## config.mk

```make
export PLATFORM = sky130hd
export DESIGN_NAME = vga_timing_gen
export DESIGN_NICKNAME = d
export VERILOG_FILES = /design/src/rtl/vga_timing_gen.sv
export SDC_FILE = /design/constraint.sdc
export NUM_CORES = 1
export LEC_CHECK = 0
export CAP_MARGIN = 15
export CORE_ASPECT_RATIO = 0.6
export CORE_UTILIZATION = 40
export DETAILED_ROUTE_END_ITERATION = 10
export GPL_ROUTABILITY_DRIVEN = 1
export PLACE_DENSITY_LB_ADDON = 0.12
export SKIP_LAST_GASP = 1
export SLEW_MARGIN = 5
export SYNTH_ARGS = -nofsm -noshare
export SYNTH_HDL_FRONTEND = slang
export SYNTH_SLANG_ARGS = --single-unit
```

## constraint.sdc

```tcl
create_clock -name clk -period 3 [get_ports clk]
set_input_delay 0.6 -clock clk [delete_from_list [all_inputs] [get_ports clk]]
set_output_delay 0.6 -clock clk [all_outputs]
set_load 0.1 [all_outputs]
```

## src/rtl/vga_timing_gen.sv

```systemverilog
// VGA timing generator: pixel tick from the divided clock, x/y counters and registered sync/visible decode.
// Define VGA_TIMING_FRAME_CNT_EN to add the 16-bit frame_cnt output.
`timescale 1ns/1ps
module vga_timing_gen #(
  parameter int   H_VISIBLE = 640,
  parameter int   H_FP      = 16,
  parameter int   H_SYNC    = 96,
  parameter int   H_BP      = 48,
  parameter int   V_VISIBLE = 480,
  parameter int   V_FP      = 10,
  parameter int   V_SYNC    = 2,
  parameter int   V_BP      = 33,
  parameter logic SYNC_POL  = 1'b0
) (
  input  logic        clk,
  input  logic        rst_n,
  input  logic        divided_clk,
  output logic        hsync,
  output logic        vsync,
  output logic        video_on,
  output logic [9:0]  x,
  output logic [9:0]  y,
  output logic        frame_start
`ifdef VGA_TIMING_FRAME_CNT_EN
  ,
  output logic [15:0] frame_cnt
`endif
);

  localparam int H_TOTAL = H_VISIBLE + H_FP + H_SYNC + H_BP;
  localparam int V_TOTAL = V_VISIBLE + V_FP + V_SYNC + V_BP;

  localparam logic [9:0] H_LAST   = 10'(H_TOTAL - 1);
  localparam logic [9:0] V_LAST   = 10'(V_TOTAL - 1);
  localparam logic [9:0] H_VIS    = 10'(H_VISIBLE);
  localparam logic [9:0] V_VIS    = 10'(V_VISIBLE);
  localparam logic [9:0] HS_FIRST = 10'(H_VISIBLE + H_FP);
  localparam logic [9:0] HS_LAST  = 10'(H_VISIBLE + H_FP + H_SYNC - 1);
  localparam logic [9:0] VS_FIRST = 10'(V_VISIBLE + V_FP);
  localparam logic [9:0] VS_LAST  = 10'(V_VISIBLE + V_FP + V_SYNC - 1);

  if (H_TOTAL > 1024 || V_TOTAL > 1024) begin : g_size_check
    $error("vga_timing_gen: H_TOTAL and V_TOTAL must not exceed 1024");
  end

  logic       div_q;
  logic       tick;
  logic       x_wrap;
  logic       y_wrap;
  logic       frame_wrap;
  logic [9:0] x_next;
  logic [9:0] y_next;

  assign tick       = divided_clk & ~div_q;
  assign x_wrap     = (x == H_LAST);
  assign y_wrap     = (y == V_LAST);
  assign frame_wrap = tick & x_wrap & y_wrap;

  // Outputs are decoded from these next values so they line up with the registered x/y.
  always_comb begin
    x_next = x;
    y_next = y;
    if (tick) begin
      if (x_wrap) begin
        x_next = '0;
        y_next = y_wrap ? '0 : y + 10'd1;
      end else begin
        x_next = x + 10'd1;
      end
    end
  end

  always_ff @(posedge clk or negedge rst_n) begin
    if (!rst_n) begin
      div_q       <= 1'b0;
      x           <= '0;
      y           <= '0;
      hsync       <= ~SYNC_POL;
      vsync       <= ~SYNC_POL;
      video_on    <= 1'b1;
      frame_start <= 1'b0;
    end else begin
      div_q       <= divided_clk;
      x           <= x_next;
      y           <= y_next;
      hsync       <= (x_next >= HS_FIRST && x_next <= HS_LAST) ? SYNC_POL : ~SYNC_POL;
      vsync       <= (y_next >= VS_FIRST && y_next <= VS_LAST) ? SYNC_POL : ~SYNC_POL;
      video_on    <= (x_next < H_VIS) && (y_next < V_VIS);
      frame_start <= frame_wrap;
    end
  end

`ifdef VGA_TIMING_FRAME_CNT_EN
  always_ff @(posedge clk or negedge rst_n) begin
    if (!rst_n) begin
      frame_cnt <= '0;
    end else if (frame_wrap) begin
      frame_cnt <= frame_cnt + 16'd1;
    end
  end
`endif

endmodule

```

; ---- After elaboration in Yosys (flattened, before gate mapping)
; Index checks and enable logic that the tools add are counted.
[totals]
out_inout_bits = 24
register_bits = 25
[classes]
order_cmp = 6
muxes = 7
bitwise = 4
n_reduce_logical = 3
addsub = 2
n_eq_ne = 2
[op_table]
columns = cell, n
row1 = 10-bit two-way mux, 5
row2 = "10-bit by 1-bit adder with 10-bit output, second input constant", 2
row3 = "10-bit == test, second input constant", 2
row4 = "10-bit greater-or-equal comparator, second input constant", 1
row5 = "10-bit by 9-bit greater-or-equal comparator with 1-bit output, second input constant", 1
row6 = "10-bit less-or-equal comparator, second input constant", 1
row7 = "10-bit by 9-bit less-or-equal comparator with 1-bit output, second input constant", 1
row8 = "10-bit less-than comparator, second input constant", 1
row9 = "10-bit by 9-bit less-than comparator with 1-bit output, second input constant", 1
row10 = 1-bit AND, 3
row11 = 1-bit logical AND, 3
row12 = 1-bit two-way mux, 2
row13 = 1-bit NOT, 1

; ---- Longest topological paths before layout
[depth]
ltp_word = 7
mapped_depth = 8
mapped_depth_nobuf = 8

; ---- Least setup slack after synthesis
; No wires, ideal clock.
[synth_timing]
kind = flip-flop to flip-flop
from = register x[0]
to = register video_on
required_time_ns = 2.905
stages_incl_launch_ff = 8
path_buffers = 1
setup_ns = 0.095
slack_ns = 0.271
t_arrival_ns = 2.635
period_less_slack_ns = 2.729
cell_sequence = dfrtp_1 -> ha_1 -> nand4_1 -> or4_4 -> buf_6 -> o21ai_1 -> o31ai_1 -> a311oi_1
[synth_via]
elab_chain_cells = 5
elab_cells_between_ends = 9
classes_between = 1 x add/sub / 2 x order compare / 1 x eq/ne / 4 x mux / 1 x reduce/logical
[synth_rtl]
columns = item, line_no
row1 = "start, declared", 21  ; output logic [9:0] x,
row2 = "start signal, assigned", 84  ; x <= x_next;
row3 = 10-bit == test, 55  ; assign x_wrap = (x == H_LAST);
row4 = 10-bit two-way mux, 64  ; if (x_wrap) begin
row5 = 10-bit two-way mux, 63  ; if (tick) begin
row6 = named net y_next[9], 52  ; logic [9:0] y_next;
row7 = 10-bit by 9-bit less-than comparator with 1-bit output, 88  ; video_on <= (x_next < H_VIS) && (y_next < V_VIS);
row8 = 1-bit logical AND, 88
row9 = "end signal, assigned", 88
row10 = "end, declared", 20  ; output logic video_on,
; The timed path passes the listed nets, and every way through them passes these cells.

; ---- Worst setup path after layout
[layout_timing]
from = input port divided_clk
to = register hsync
[layout_via]
elab_chain_cells = 5
elab_cells_between_ends = 6
classes_between = 2 x order compare / 2 x mux / 1 x bitwise / 1 x reduce/logical
[layout_rtl]
columns = item, line_no
row1 = "start, declared", 17  ; input logic divided_clk,
row2 = 1-bit AND *, 54  ; assign tick = divided_clk & ~div_q;
row3 = 10-bit two-way mux *, 63
row4 = named net x_next[5], 51  ; logic [9:0] x_next;
row5 = 10-bit greater-or-equal comparator / 10-bit less-or-equal comparator (equally long branches), 86  ; hsync <= (x_next >= HS_FIRST && x_next <= HS_LAST) ? SYNC_POL : ~SYNC_POL;
row6 = 1-bit logical AND *, 86
row7 = 1-bit two-way mux *, 86
row8 = "end signal, assigned", 78  ; hsync <= ~SYNC_POL;
row9 = "end signal, assigned", 86
row10 = "end, declared", 18  ; output logic hsync,
; Mark *: on every way through the listed nets, which the timed path passes. The rest lies on a longest branch.

==> flow_summary_export.csv <==
group,metric,value,unit
clock_tree,clk_pin_slew,90,ps
clock_tree,clock_sinks,25,
sta,relSlewSlack,0.5441,
setup_path,critPathMaxFanout,7,
floorplan,die_width,80,um
yosys,synth_top_area_frac,0.3770,
floorplan,rows,16,
clock_tree,cts_setup_buffers,0,
setup_path,cp-start-kind,"primary input",
finish,drive_gt1_frac,0.2670,
setup_path,cp_slowest_cell,"nor3_1",
sta,fmax,413.9,MHz
global_route,overflow,0,
placed_design,port_buffers,26,
drt,wl_per_cell,14.78,um
sta,fin_crit_sh,0.8054,
floorplan,die-area,0.003904,sq mm
yosys,syn-cell-area,0.001460,sq mm
sta,tightest_slew,674.9,ps
yosys,ys_ff_latch,25,
setup_path,crit_chain,"clkdlybuf4s50_1, nand2b_1, nor3_1, xnor2_1, nor2_1, or3_1, nand4_1",
drt,drtAntennaViolNets,0,
clock_tree,cts_made_buffers,3,
global_route,grt_pass1_vias,1077,
sta,fin_setup_tns,0,ps
setup_path,cp-end-kind,"register",
yosys,synth.area.top_cells,"dfrtp_1 38%, dfstp_2 5.4%, nand2_1 4.4%",
yosys,async_reset_ff_frac,1.000,
drt,vias,1185,
pwr,ir_worst_vdd,0.0004773,V
sta,hold_viol_final,0,
yosys,yosysTopAreaCell,"dfrtp_1",
sta,drv_slew,0,
floorplan,core_area,0.003363,sq mm
clock_tree,cts_max_level,1,
floorplan,start_util,0.4342,
global_route,grt_pass1_wl,5.402,mm
yosys,synth_edf_count,0,
clock_tree,cts_tree,"yes",
pwr,power.density,538.4,mW/mm^2
yosys,synth-seq-area-share,0.4310,
sta,fin_skew,5.633,ps
drt,dr.pass1.iters,4,
pwr,power,0.9432,mW
drt,route.detailed.vias_per_inst,5.362,
placed_design,dpl.hpwl,2.456,mm
clock_tree,clk_path_buf_depth,2,
status,run_status,"completed",
sta,rsz0062_at_grt,"false",
sta,period_minus_slack,2416,ps
clock_tree,ctsHoldBuffers,0,
run,maxCapViolCount,0,
pwr,power.leakage,0.7316,nW
setup_path,crit_type,"in2reg",
clock_tree,clock_latency,270,ps
sta,finalSetupViolCount,0,
global_route,track_usage,0.1849,
yosys,ys.flop_type,"dfrtp_1",
finish,diodes,0,
floorplan,pin_count,27,
global_route,antenna_found_initial,0,
clock_tree,cts_resized,0,
setup_path,cp.arrival,2630,ps
yosys,synthCells,147,
finish,nNetsFinal,183,
drt,wirelength,3.266,mm
yosys,ys_types,46,
setup_path,worstPathRequired,3220,ps
global_route,grt_max_degree,26,
setup_path,max_stage_delay,560,ps
yosys,syn_nets,153,
floorplan,die_h,48.80,um
yosys,syn_avg_cell_area,9.933,sq um
placed_design,place.gp.congestion,0.8531,
finish,n_fill_cell,308,
drt,drc,0,
drt,dr.first_iter.drc_count,90,
clock_tree,cts-root-buf,"clkbuf_8",
finish,syn_to_final_growth,19.97,%
yosys,ys_warn_count,0,
hold_path,hold_path.class,"reg2reg",
## metrics by stage
step	area (sq um)	utilization	hold slack, ps	setup slack, ps	instances
2_1_floorplan	1460	-	304.4	270.8	147
3_3_place_gp	1705	0.5071	563.3	377.9	217
3_5_place_dp	1705	0.5071	566.0	298.9	217
4_1_cts	1752	0.5208	586.0	601.0	221
5_1_grt	1752	0.5208	629.5	411.3	221
6_report	1752	0.5208	590.4	583.7	221
## final timing paths
| check | depth (start not counted) | to | slack (ps) | startpoint |
|---|---|---|---|---|
| min in group asynchronous | 2 | x[6]$_DFF_PN0_ | 690 | rst_n |
| max in group asynchronous | 2 | vsync$_DFF_PN1_ | 2020 | rst_n |
| hold / removal | 1 | x[4]$_DFF_PN0_ | 590 | x[4]$_DFF_PN0_ |
| hold reg to reg | 1 | x[4]$_DFF_PN0_ | 590 | x[4]$_DFF_PN0_ |
| setup / recovery | 7 | hsync$_DFF_PN1_ | 580 | divided_clk |
| setup reg to reg | 7 | video_on$_DFF_PN1_ | 780 | x[1]$_DFF_PN0_ |
## cells in the mapped netlist (2+ instances only)
master,instances
and2_1,2
a21o_1,2
a31oi_1,3
xor2_1,4
nand2b_1,4
nor2_1,10
o31ai_1,4
inv_1,4
dfstp_2,3
nand2_1,17
ha_1,3
o21ai_0,10
nand3_1,8
or4b_1,2
nand4_1,4
nor3_1,4
nand3b_1,4
xnor2_1,6
nand4b_1,2
clkbuf_1,2
buf_6,3
dfrtp_1,22
## cells by family (layout without fill, tap and decap cells)
group           count (synthesis)  after routing  share of synthesized area
compound gates                 29             29                     0.1405
xor+xnor                       10             10                    0.05998
fa+ha+maj                       3              3                    0.02571
buf+inv                        10             39                    0.04370
flops                          25             25                     0.4310
mux                             1              1                   0.006855
simple gates                   69             69                     0.2922
## layer usage
metal | vias up | GRT usage | share of wire
met5 | - | 0 | 0
met4 | 0 | 0.01786 | 0.0040
met3 | 2 | 0.04486 | 0.053
met2 | 33 | 0.2578 | 0.42
met1 | 558 | 0.2967 | 0.52
li1 | 592 | - | -
## final cells by class
class | count | area (sq um) | area share
Clock buffer | 3 | 41.29 | 0.02357
Clock inverter | 1 | 5.005 | 0.002857
Sequential cell | 25 | 629.4 | 0.3593
Inverter | 4 | 15.01 | 0.008571
Tap cell | 45 | 56.30 | 0.03214
Multi-Input combinational cell | 112 | 767.0 | 0.4379
Timing Repair Buffer | 31 | 237.7 | 0.1357
## cell usage in the layout, fill, tap and decap left out, drive strengths merged, types with 3 or more instances in the layout
master,instances
nand2,17
o21ai,12
xnor2,6
nand3,8
ha,3
clkbuf,3
nand3b,4
nand4,4
dfstp,3
o31ai,4
nand2b,4
a31oi,3
inv,4
xor2,4
dfrtp,22
nor2,10
nor3,5
buf,29
## flip-flops by register name, indices dropped and copies added, names as in the netlist
signal,flops
vsync,1
x,10
video_on,1
hsync,1
y,10
div_q,1
frame_start,1
## where the power goes
group,switching (mW),total [mW],internal (mW)
Clock,0.110,0.203,0.0931
Sequential,0.0457,0.412,0.366
Combinational,0.261,0.328,0.0671
## critical path, delay by kind of cell
family                    cells  cell delay (ps)
buffers and inverters         1              520
and+or+nand+nor               5             1320
xor gates and xnor gates      1              180
(Power assumes the default switching activity.)
